--- src/rtl/vlc_pkg.sv ---
// Shared types and constants for the lamp-sequence monitor.
//   mode_e   : decoded lighting mode presented on the mode output
//   step_e   : classification of one frame-to-frame step (mode_e plus ILLEGAL)
//   LAMP_*   : legal 3-lamp patterns, bit 0 innermost
//   LOCK_RUN_DEFAULT : consecutive same-type steps needed to lock
package vlc_pkg;

  typedef enum logic [1:0] {
    MODE_IDLE   = 2'd0,
    MODE_LEFT   = 2'd1,
    MODE_RIGHT  = 2'd2,
    MODE_HAZARD = 2'd3
  } mode_e;

  typedef enum logic [2:0] {
    STEP_IDLE    = 3'd0,
    STEP_LEFT    = 3'd1,
    STEP_RIGHT   = 3'd2,
    STEP_HAZARD  = 3'd3,
    STEP_ILLEGAL = 3'd4
  } step_e;

  localparam logic [2:0] LAMP_OFF = 3'b000;
  localparam logic [2:0] LAMP_ONE = 3'b001;
  localparam logic [2:0] LAMP_TWO = 3'b011;
  localparam logic [2:0] LAMP_ALL = 3'b111;

  localparam int unsigned LOCK_RUN_DEFAULT = 4;

  // True for the four patterns that belong to the sweep sequence.
  function automatic logic lamp_valid(input logic [2:0] f);
    return (f == LAMP_OFF) || (f == LAMP_ONE) || (f == LAMP_TWO) || (f == LAMP_ALL);
  endfunction

  // Successor in the sweep 000->001->011->111->000; only meaningful for valid frames.
  function automatic logic [2:0] lamp_next(input logic [2:0] f);
    logic [2:0] n;
    case (f)
      LAMP_OFF: n = LAMP_ONE;
      LAMP_ONE: n = LAMP_TWO;
      LAMP_TWO: n = LAMP_ALL;
      default:  n = LAMP_OFF;
    endcase
    return n;
  endfunction

  function automatic mode_e step_to_mode(input step_e s);
    mode_e m;
    case (s)
      STEP_LEFT:   m = MODE_LEFT;
      STEP_RIGHT:  m = MODE_RIGHT;
      STEP_HAZARD: m = MODE_HAZARD;
      default:     m = MODE_IDLE;
    endcase
    return m;
  endfunction

endpackage

--- src/rtl/vlc_lamp_monitor_if.sv ---
// Step-classification bus: the previous and current lamp frames go to the
// classifier and the step type comes back.
//   master : frame-register side (drives frames, reads step)
//   slave  : classifier side (reads frames, drives step)
interface vlc_lamp_monitor_if import vlc_pkg::*; ();

  logic [2:0] prev_l;
  logic [2:0] prev_r;
  logic [2:0] cur_l;
  logic [2:0] cur_r;
  step_e      step;

  modport master (output prev_l, prev_r, cur_l, cur_r, input step);
  modport slave  (input prev_l, prev_r, cur_l, cur_r, output step);

endinterface

--- src/rtl/vlc_step_classifier.sv ---
// Purely combinational classification of one lamp step (prev -> cur frames).
//   bus.prev_l/prev_r : frames held from the previous sample
//   bus.cur_l/cur_r   : frames observed this sample
//   bus.step          : IDLE, LEFT, RIGHT, HAZARD or ILLEGAL
module vlc_step_classifier import vlc_pkg::*; (
  vlc_lamp_monitor_if.slave bus
);

  logic idle_ok;
  logic left_ok;
  logic right_ok;
  logic hazard_ok;

  always_comb begin
    idle_ok = (bus.prev_l == LAMP_OFF) && (bus.prev_r == LAMP_OFF) &&
              (bus.cur_l  == LAMP_OFF) && (bus.cur_r  == LAMP_OFF);

    left_ok = (bus.prev_r == LAMP_OFF) && (bus.cur_r == LAMP_OFF) &&
              lamp_valid(bus.prev_l) && (bus.cur_l == lamp_next(bus.prev_l));

    right_ok = (bus.prev_l == LAMP_OFF) && (bus.cur_l == LAMP_OFF) &&
               lamp_valid(bus.prev_r) && (bus.cur_r == lamp_next(bus.prev_r));

    hazard_ok = (bus.prev_l == bus.prev_r) && (bus.cur_l == bus.cur_r) &&
                (((bus.prev_l == LAMP_OFF) && (bus.cur_l == LAMP_ALL)) ||
                 ((bus.prev_l == LAMP_ALL) && (bus.cur_l == LAMP_OFF)));

    // The four legal cases are mutually exclusive, so the order only sets the fallback.
    bus.step = STEP_ILLEGAL;
    if (idle_ok)        bus.step = STEP_IDLE;
    else if (left_ok)   bus.step = STEP_LEFT;
    else if (right_ok)  bus.step = STEP_RIGHT;
    else if (hazard_ok) bus.step = STEP_HAZARD;
  end

endmodule

--- src/rtl/vlc_lamp_monitor.sv ---
// Turn-signal / hazard lamp sequence monitor.
//   clk, rst_n            : clock and synchronous active-low reset
//   sample_en             : a lamp frame is valid this cycle
//   left_lamp, right_lamp : observed frames, bit 0 innermost
//   mode                  : decoded mode (0 IDLE, 1 LEFT, 2 RIGHT, 3 HAZARD)
//   locked                : mode confirmed by LOCK_RUN consecutive same-type steps
//   fault                 : one-cycle pulse after an illegal step
//   fault_cnt             : saturating count of illegal steps
module vlc_lamp_monitor import vlc_pkg::*; #(
  parameter int unsigned LOCK_RUN = LOCK_RUN_DEFAULT
) (
  input  logic       clk,
  input  logic       rst_n,
  input  logic       sample_en,
  input  logic [2:0] left_lamp,
  input  logic [2:0] right_lamp,
  output logic [1:0] mode,
  output logic       locked,
  output logic       fault,
  output logic [7:0] fault_cnt
);

  localparam logic [2:0] LOCK_RUN_W = 3'(LOCK_RUN);

  logic [2:0] prev_l_q, prev_l_d;
  logic [2:0] prev_r_q, prev_r_d;
  step_e      cand_q, cand_d;
  logic [2:0] run_cnt_q, run_cnt_d;
  mode_e      mode_q, mode_d;
  logic       locked_q, locked_d;
  logic       fault_q, fault_d;
  logic [7:0] fault_cnt_q, fault_cnt_d;
  step_e      step;

  vlc_lamp_monitor_if step_bus ();

  assign step_bus.prev_l = prev_l_q;
  assign step_bus.prev_r = prev_r_q;
  assign step_bus.cur_l  = left_lamp;
  assign step_bus.cur_r  = right_lamp;
  assign step            = step_bus.step;

  vlc_step_classifier u_classifier (
    .bus (step_bus)
  );

  always_ff @(posedge clk) begin
    if (!rst_n) begin
      prev_l_q    <= LAMP_OFF;
      prev_r_q    <= LAMP_OFF;
      cand_q      <= STEP_IDLE;
      run_cnt_q   <= '0;
      mode_q      <= MODE_IDLE;
      locked_q    <= 1'b0;
      fault_q     <= 1'b0;
      fault_cnt_q <= '0;
    end else begin
      prev_l_q    <= prev_l_d;
      prev_r_q    <= prev_r_d;
      cand_q      <= cand_d;
      run_cnt_q   <= run_cnt_d;
      mode_q      <= mode_d;
      locked_q    <= locked_d;
      fault_q     <= fault_d;
      fault_cnt_q <= fault_cnt_d;
    end
  end

  always_comb begin
    prev_l_d    = prev_l_q;
    prev_r_d    = prev_r_q;
    cand_d      = cand_q;
    run_cnt_d   = run_cnt_q;
    mode_d      = mode_q;
    locked_d    = locked_q;
    fault_d     = 1'b0;
    fault_cnt_d = fault_cnt_q;

    if (sample_en) begin
      prev_l_d = left_lamp;
      prev_r_d = right_lamp;
      if (step == STEP_ILLEGAL) begin
        fault_d   = 1'b1;
        if (fault_cnt_q != '1) fault_cnt_d = fault_cnt_q + 8'd1;
        cand_d    = STEP_IDLE;
        run_cnt_d = '0;
        locked_d  = 1'b0;
        mode_d    = MODE_IDLE;
      end else if (step == cand_q) begin
        if (run_cnt_q < LOCK_RUN_W) run_cnt_d = run_cnt_q + 3'd1;
        // Compare against LOCK_RUN-1 so a run saturated at 7 cannot wrap the test.
        if (run_cnt_q >= LOCK_RUN_W - 3'd1) begin
          locked_d = 1'b1;
          mode_d   = step_to_mode(cand_q);
        end
      end else begin
        // A new step type restarts the run; mode keeps its last confirmed value.
        cand_d    = step;
        run_cnt_d = 3'd1;
        locked_d  = 1'b0;
      end
    end
  end

  assign mode      = mode_q;
  assign locked    = locked_q;
  assign fault     = fault_q;
  assign fault_cnt = fault_cnt_q;

endmodule

--- config.mk ---
export PLATFORM = sky130hd
export DESIGN_NAME = vlc_lamp_monitor
export DESIGN_NICKNAME = d
export VERILOG_FILES = /design/src/rtl/vlc_pkg.sv /design/src/rtl/vlc_lamp_monitor_if.sv /design/src/rtl/vlc_step_classifier.sv /design/src/rtl/vlc_lamp_monitor.sv
export SDC_FILE = /design/constraint.sdc
export NUM_CORES = 1
export LEC_CHECK = 0
export CORE_ASPECT_RATIO = 1.5
export CORE_MARGIN = 2
export CORE_UTILIZATION = 35
export DETAILED_ROUTE_END_ITERATION = 12
export HOLD_SLACK_MARGIN = 0.06
export PLACE_DENSITY = 0.62
export SYNTH_ARGS = -nofsm -noshare
export SYNTH_HDL_FRONTEND = slang
export SYNTH_SLANG_ARGS = --single-unit
--- constraint.sdc ---
create_clock -name clk -period 2.29 [get_ports clk]
set_input_delay 0.3435 -clock clk [delete_from_list [all_inputs] [get_ports clk]]
set_output_delay 0.3435 -clock clk [all_outputs]
set_load 0.02 [all_outputs]
Word level (Yosys, flattened, before mapping)
Index checks and enable logic that the tools add are counted.
{ "totals": {"regBits": 24, "input_bits": 9, "output_inout_bits": 12, "elab_cells": 83} }
{ "classes": {"n_addsub": 2, "order_cmp": 2, "eq_ne": 20, "mux": 19, "n_reduce_logical": 32} }
{ "op_table": {"columns": ["operator", "n"], "rows": [
  ["$mux 3", 9],
  ["$pmux 3 s3", 2],
  ["$eq 3x3->1", 5],
  ["$logic_and 1x1->1", 13],
  ["$eq 3x2->1 const B", 4],
  ["$eq 3x3->1 const B", 4],
  ["$logic_not 3->1", 4],
  ["$eq 3x1->1 const B", 3],
  ["$add 8x1->8 const B", 1],
  ["$ne 8x8->1 const B", 1],
  ["$reduce_and 2->1", 4],
  ["$logic_or 1x1->1", 7],
  ["$mux 2", 3],
  ["$ne 3x2->1 const B", 2],
  ["$pmux 2 s3", 1],
  ["$reduce_and 3->1", 2],
  ["$mux 1", 4],
  ["$reduce_bool 2->1", 2],
  ["$add 3x1->3 const B", 1],
  ["$ge 3x2->1 const B", 1],
  ["$lt 3x3->1 const B", 1],
  ["$ne 2x2->1 const B", 1]
]} }

Depth between registers and ports, before layout
{ "logic_depth": {"word_depth": 12, "depth_mapped": 8, "mapped_depth_nobuf": 7} }

By module
Synthesis repeated with hierarchy kept, for this count alone.
{ "hier_totals": {"cells_unflattened": 163, "area_unflattened_um2": 1410.1} }
{ "modules_own_cells": {"columns": ["mod", "n_inst", "cells_each", "area_per_inst_um2", "seq_area_each_um2"], "rows": [
  ["vlc_lamp_monitor", 1, 119, 1089.8, 480.5],
  ["vlc_step_classifier", 1, 44, 320.3, 0.0]
]} }

Worst setup path before layout
Ideal clock, no wire load.
{ "synth_timing": {"kind": "input to register", "from": "input left_lamp[2]", "to": "register run_cnt_q[0]", "setup_time_ns": 0.118, "t_arrival_ns": 1.663, "required_time_ns": 2.172, "path_slack_ns": 0.510, "path_stages": 8, "path_buffers": 1, "path_cell_list": "buf_4 nor3_1 nand2_1 a31oi_1 xor2_1 o41ai_4 o21ai_0 o2111a_1"} }
{ "synth_via": {"elab_chain_len": 11} }
{ "synth_lines": {"columns": ["item", "line", "source"], "rows": [
  ["from (decl)", "vlc_lamp_monitor.sv:15", "input logic [2:0] left_lamp,"],
  ["$eq 3x3->1 / $logic_not 3->1 (equally long branches)", null, null],
  ["$logic_and 1x1->1, on equally long branches", "vlc_step_classifier.sv:25, vlc_step_classifier.sv:26", null],
  ["$logic_or 1x1->1", "vlc_step_classifier.sv:25", "(((bus.prev_l == LAMP_OFF) && (bus.cur_l == LAMP_ALL)) ||"],
  ["$logic_and 1x1->1", "vlc_step_classifier.sv:24", "hazard_ok = (bus.prev_l == bus.prev_r) && (bus.cur_l == bus.cur_r) &&"],
  ["$mux 3", "vlc_step_classifier.sv:33", "else if (hazard_ok) bus.step = STEP_HAZARD;"],
  ["$mux 3", "vlc_step_classifier.sv:32", "else if (right_ok) bus.step = STEP_RIGHT;"],
  ["$mux 3", "vlc_step_classifier.sv:31", "else if (left_ok) bus.step = STEP_LEFT;"],
  ["$mux 3 (*)", "vlc_step_classifier.sv:30", "if (idle_ok) bus.step = STEP_IDLE;"],
  ["$eq 3x3->1, on equally long branches", "vlc_lamp_monitor.sv:82, vlc_lamp_monitor.sv:89", null],
  ["$ne 3x2->1 (no source line) / $mux 3 (equally long branches)", null, null],
  ["$reduce_and 2->1 (no source line) / $mux 3 (equally long branches)", null, null],
  ["to (signal assigned)", "vlc_lamp_monitor.sv:61", "run_cnt_q <= run_cnt_d;"],
  ["to (decl)", "vlc_lamp_monitor.sv:28", "logic [2:0] run_cnt_q, run_cnt_d;"]
]} }
Mark *: on every way between the ends. The rest lies on a longest branch, timed or not.
A chain may end at the register's enable or synchronous reset.

Final worst setup path
{ "layout_timing": {"from": "input left_lamp[2]", "to": "register locked_q, in the netlist locked"} }
{ "layout_via": {"elab_chain_len": 11} }
{ "layout_lines": {"columns": ["item", "line", "source"], "rows": [
  ["$eq 3x3->1 / $logic_not 3->1 (equally long branches)", null, null],
  ["$logic_and 1x1->1, on equally long branches", "vlc_step_classifier.sv:25, vlc_step_classifier.sv:26", null],
  ["$logic_or 1x1->1", "vlc_step_classifier.sv:25", null],
  ["$logic_and 1x1->1", "vlc_step_classifier.sv:24", null],
  ["$mux 3", "vlc_step_classifier.sv:33", null],
  ["$mux 3", "vlc_step_classifier.sv:32", null],
  ["$mux 3", "vlc_step_classifier.sv:31", null],
  ["$mux 3 (*)", "vlc_step_classifier.sv:30", null],
  ["$eq 3x3->1, on equally long branches", "vlc_lamp_monitor.sv:82, vlc_lamp_monitor.sv:89", null],
  ["$ne 3x2->1 (no source line) / $mux 1 (equally long branches)", null, null],
  ["$reduce_and 2->1 (no source line) / $mux 1 (equally long branches)", null, null],
  ["to (signal assigned)", "vlc_lamp_monitor.sv:63", "locked_q <= locked_d;"],
  ["to (decl)", "vlc_lamp_monitor.sv:30", "logic locked_q, locked_d;"]
]} }
Marked as above.

==> out/qor.csv <==
stage;metric;value;unit
clock_network;cts_tree;built;
routing;vias;1221;
floorplanning;die_h;81.5;µm
setup_path;path_class;in -> reg;
synthesis;synth.distinct_cells;40;
sta;slew_headroom;75.1;%
setup_path;cp-end-kind;register;
sta;final-hold-violation-count;0;
grt;grt_pass1_vias;1283;
sta;rsz0062_at_grt;no;
setup_path;startpoint;left_lamp[2];
sta;setup_ws;209;ps
grt;grt_max_degree;18;
routing;wl_per_cell;13.6;µm
floorplanning;io_pins;21;
clock_network;cts_buffers;3;
worst_hold_path;hold_path.class;reg -> reg;
clock_network;hold_buffers;0;
clock_network;postCtsSetupBuffers;0;
placement;dp.cells;227;
setup_path;path_max_fanout;9;
sta;slew_violations;0;
clock_network;clock_sinks;24;
final_layout;num_antenna_cells;0;
clock_network;clock_latency;270;ps
final_layout;multi_input_area;852;µm²
routing;drt-initial-drc-count;23;
placement;place_ws;-87.4;ps
synthesis;async_flop_share;0;%
sta;finalSetupTns;0;ps
setup_path;startpoint_type;input pin;
setup_path;reg2reg_depth;8;
clock_network;path_clk_slew;80;ps
synthesis;post_synth.cell_area_avg;8.97;µm²
routing;drt-total-wl;3.15;mm
floorplanning;start_util;36.0;%
sta;finalSetupViolations;0;
status;status;finished clean;
routing;dr_wl_met3;112;µm
final_layout;drive_above_1_share;15.1;%
synthesis;netlist_area;0.00140;mm²
routing;drc;0;
synthesis;synth_seq_cells;24;
synthesis;syn_inst;156;
final_layout;instances_no_fill;231;
synthesis;yosysWarningCount;0;
routing;highest_layer;met4;
grt;grt_overflow_total;0;
grt;grt_pass1_wl;5.63;mm
sta;fin_crit_sh;90.9;%
setup_path;arrival;2240;ps
setup_path;r2r-start;prev_l_q[1];
final_layout;nFillCells;372;
synthesis;synth_fp_nets;168;
sta;fin_worst_skew;4.76;ps
floorplanning;coreArea;0.00389;mm²
grt;antenna_found_initial;0;
setup_path;endpoint;locked;
setup_path;r2r-end;run_cnt_q[2];
floorplanning;die_area;0.00453;mm²
final_layout;areaGrowthSynthToFinish;26.9;%
routing;met1_length;1.30;mm
power_and_ir_drop;power_density;543;mW/mm²
routing;ant_nets;0;
placement;place.gp.congestion;0.827;
routing;route.met2.wl;1.68;mm
sta;tightest_slew;368;ps
floorplanning;row_count;28;
power_and_ir_drop;ir_drop;396;µV
synthesis;synth_ff_type;dfxtp_1;
setup_path;cp.required;2450;ps
sta;clock.fmax;0.480;GHz
clock_network;cts_resized;0;
clock_network;cts_max_level;1;
synthesis;seq_area_frac_synth;34.3;%
final_layout;regArea;480;µm²
clock_network;root_buffer;clkbuf_8;
routing;viasPerCell;5.29;
placement;port_buffers;20;
synthesis;synth_edf_count;0;
sta;min_period;2080;ps
clock_network;cts_max_path_buffers;2;
power_and_ir_drop;p_leak;0.000695;µW
setup_path;r2r_setup_slack;220;ps
final_layout;nets;199;
grt;grtUsageTotal;15.3;%
floorplanning;dieWidth;55.6;µm
run;maxCapViolCount;0;
placement;dp_hpwl;2.48;mm
routing;drt-pass1-iter-count;4;
==> flip-flops by register name, summed over array words and instances (netlist names) <==
signal and cells:
locked 1, prev_l_q 3, run_cnt_q 3, fault 1
mode 2, prev_r_q 3, cand_q 3, fault_cnt 8
==> area by class of cell <==
cell class,instances,share of cell area (%)
multi-input combinational,121,48.0
sequential,24,27.0
timing repair buffer,34,17.2
tap,45,3.17
clock buffer,3,2.32
clock inverter,1,1.69
inverter,3,0.634
==> routing by layer <==
metal,track usage [%],vias up
met4,7.07,0
li1,-,610
met1,16.5,577
met3,2.36,7
met2,29.0,27
met5,0,-
==> per-stage QoR <==
stage	hold slack (ps)	total power (µW)	utilization, %	cell area [µm²]
finish	486	965	45.7	1780
global placement	468	599	43.9	1710
CTS	492	974	45.7	1780
global route	510	1010	45.7	1780
detailed placement	471	607	43.9	1710
floorplan	476	548	-	1400
==> Yosys cell counts, types with 2 or more instances <==
library cell | count | share of area, %
a21oi_1 | 3 | 1.1
a31oi_1 | 2 | 0.89
and3_1 | 4 | 1.8
buf_6 | 3 | 2.4
clkbuf_1 | 3 | 0.80
dfxtp_1 | 24 | 34
ha_1 | 3 | 2.7
inv_1 | 2 | 0.54
mux2i_1 | 13 | 9.3
nand2_1 | 10 | 2.7
nand2b_1 | 5 | 2.2
nand3_1 | 9 | 3.2
nand4_1 | 6 | 2.7
nor2_1 | 19 | 5.1
nor2b_1 | 3 | 1.3
nor3_1 | 4 | 1.4
nor3_2 | 2 | 1.4
nor3b_1 | 3 | 1.6
nor4b_1 | 2 | 1.3
o21ai_0 | 4 | 1.4
or2_2 | 2 | 0.89
xnor2_1 | 12 | 7.5
==> worst min-delay path by stage <==
stage / slack (ps) / cells after the start / end / start
CTS: 490 / 2 / mode[1] / mode[1]
global route: 510 / 2 / mode[1] / mode[1]
floorplan: 480 / 2 / run_cnt_q[1] / run_cnt_q[1]
global placement: 470 / 2 / mode[1] / mode[1]
detailed placement: 470 / 2 / mode[1] / mode[1]
finish: 490 / 2 / mode[1] / mode[1]
==> where the power goes <==
part,leakage [µW],internal (µW),switching [µW]
logic,0.000463,75.8,69.6
clock network,0.0000357,234,134
registers,0.000196,431,20.8
total,0.000695,740,225
==> layout by cell type, fill, tap and decap left out, types with 2 or more instances in the layout <==
cell type	synthesis	final
dfxtp_1	24	24
clkdlybuf4s50_1	0	20
nor2_1	19	19
buf_4	1	14
mux2i_1	13	13
xnor2_1	12	12
nand2_1	10	10
nand3_1	9	9
nand4_1	6	6
nand2b_1	5	5
nor3_1	4	4
o21ai_0	4	4
and3_1	4	4
nor2b_1	3	3
nor3b_1	3	3
a21oi_1	3	3
ha_1	3	3
clkbuf_8	0	3
inv_1	2	2
nor3_2	2	2
nor4b_1	2	2
a31oi_1	2	2
or2_2	2	2
==> critical path: stages <==
cell	delay, ps
clkdlybuf4s50_1	560
buf_4	160
xnor2_1	110
nand4_1	150
a211oi_2	290
a21o_4	210
o41ai_4	110
a21boi_1	250
nor2_1	70
==> kinds of logic (layout without fill, tap and decap cells) <==
kind of cell    after synthesis  after routing  share of synthesized area [%]
flops                        24             24                           34.3
compound gates               17             17                           10.2
xor+xnor                     13             13                           8.13
simple gates                 75             75                           30.6
buf+inv                      11             41                           4.83
mux                          13             13                           9.29
fa+ha+maj                     3              3                           2.68
Note: power is estimated with default switching activity, not from simulation.
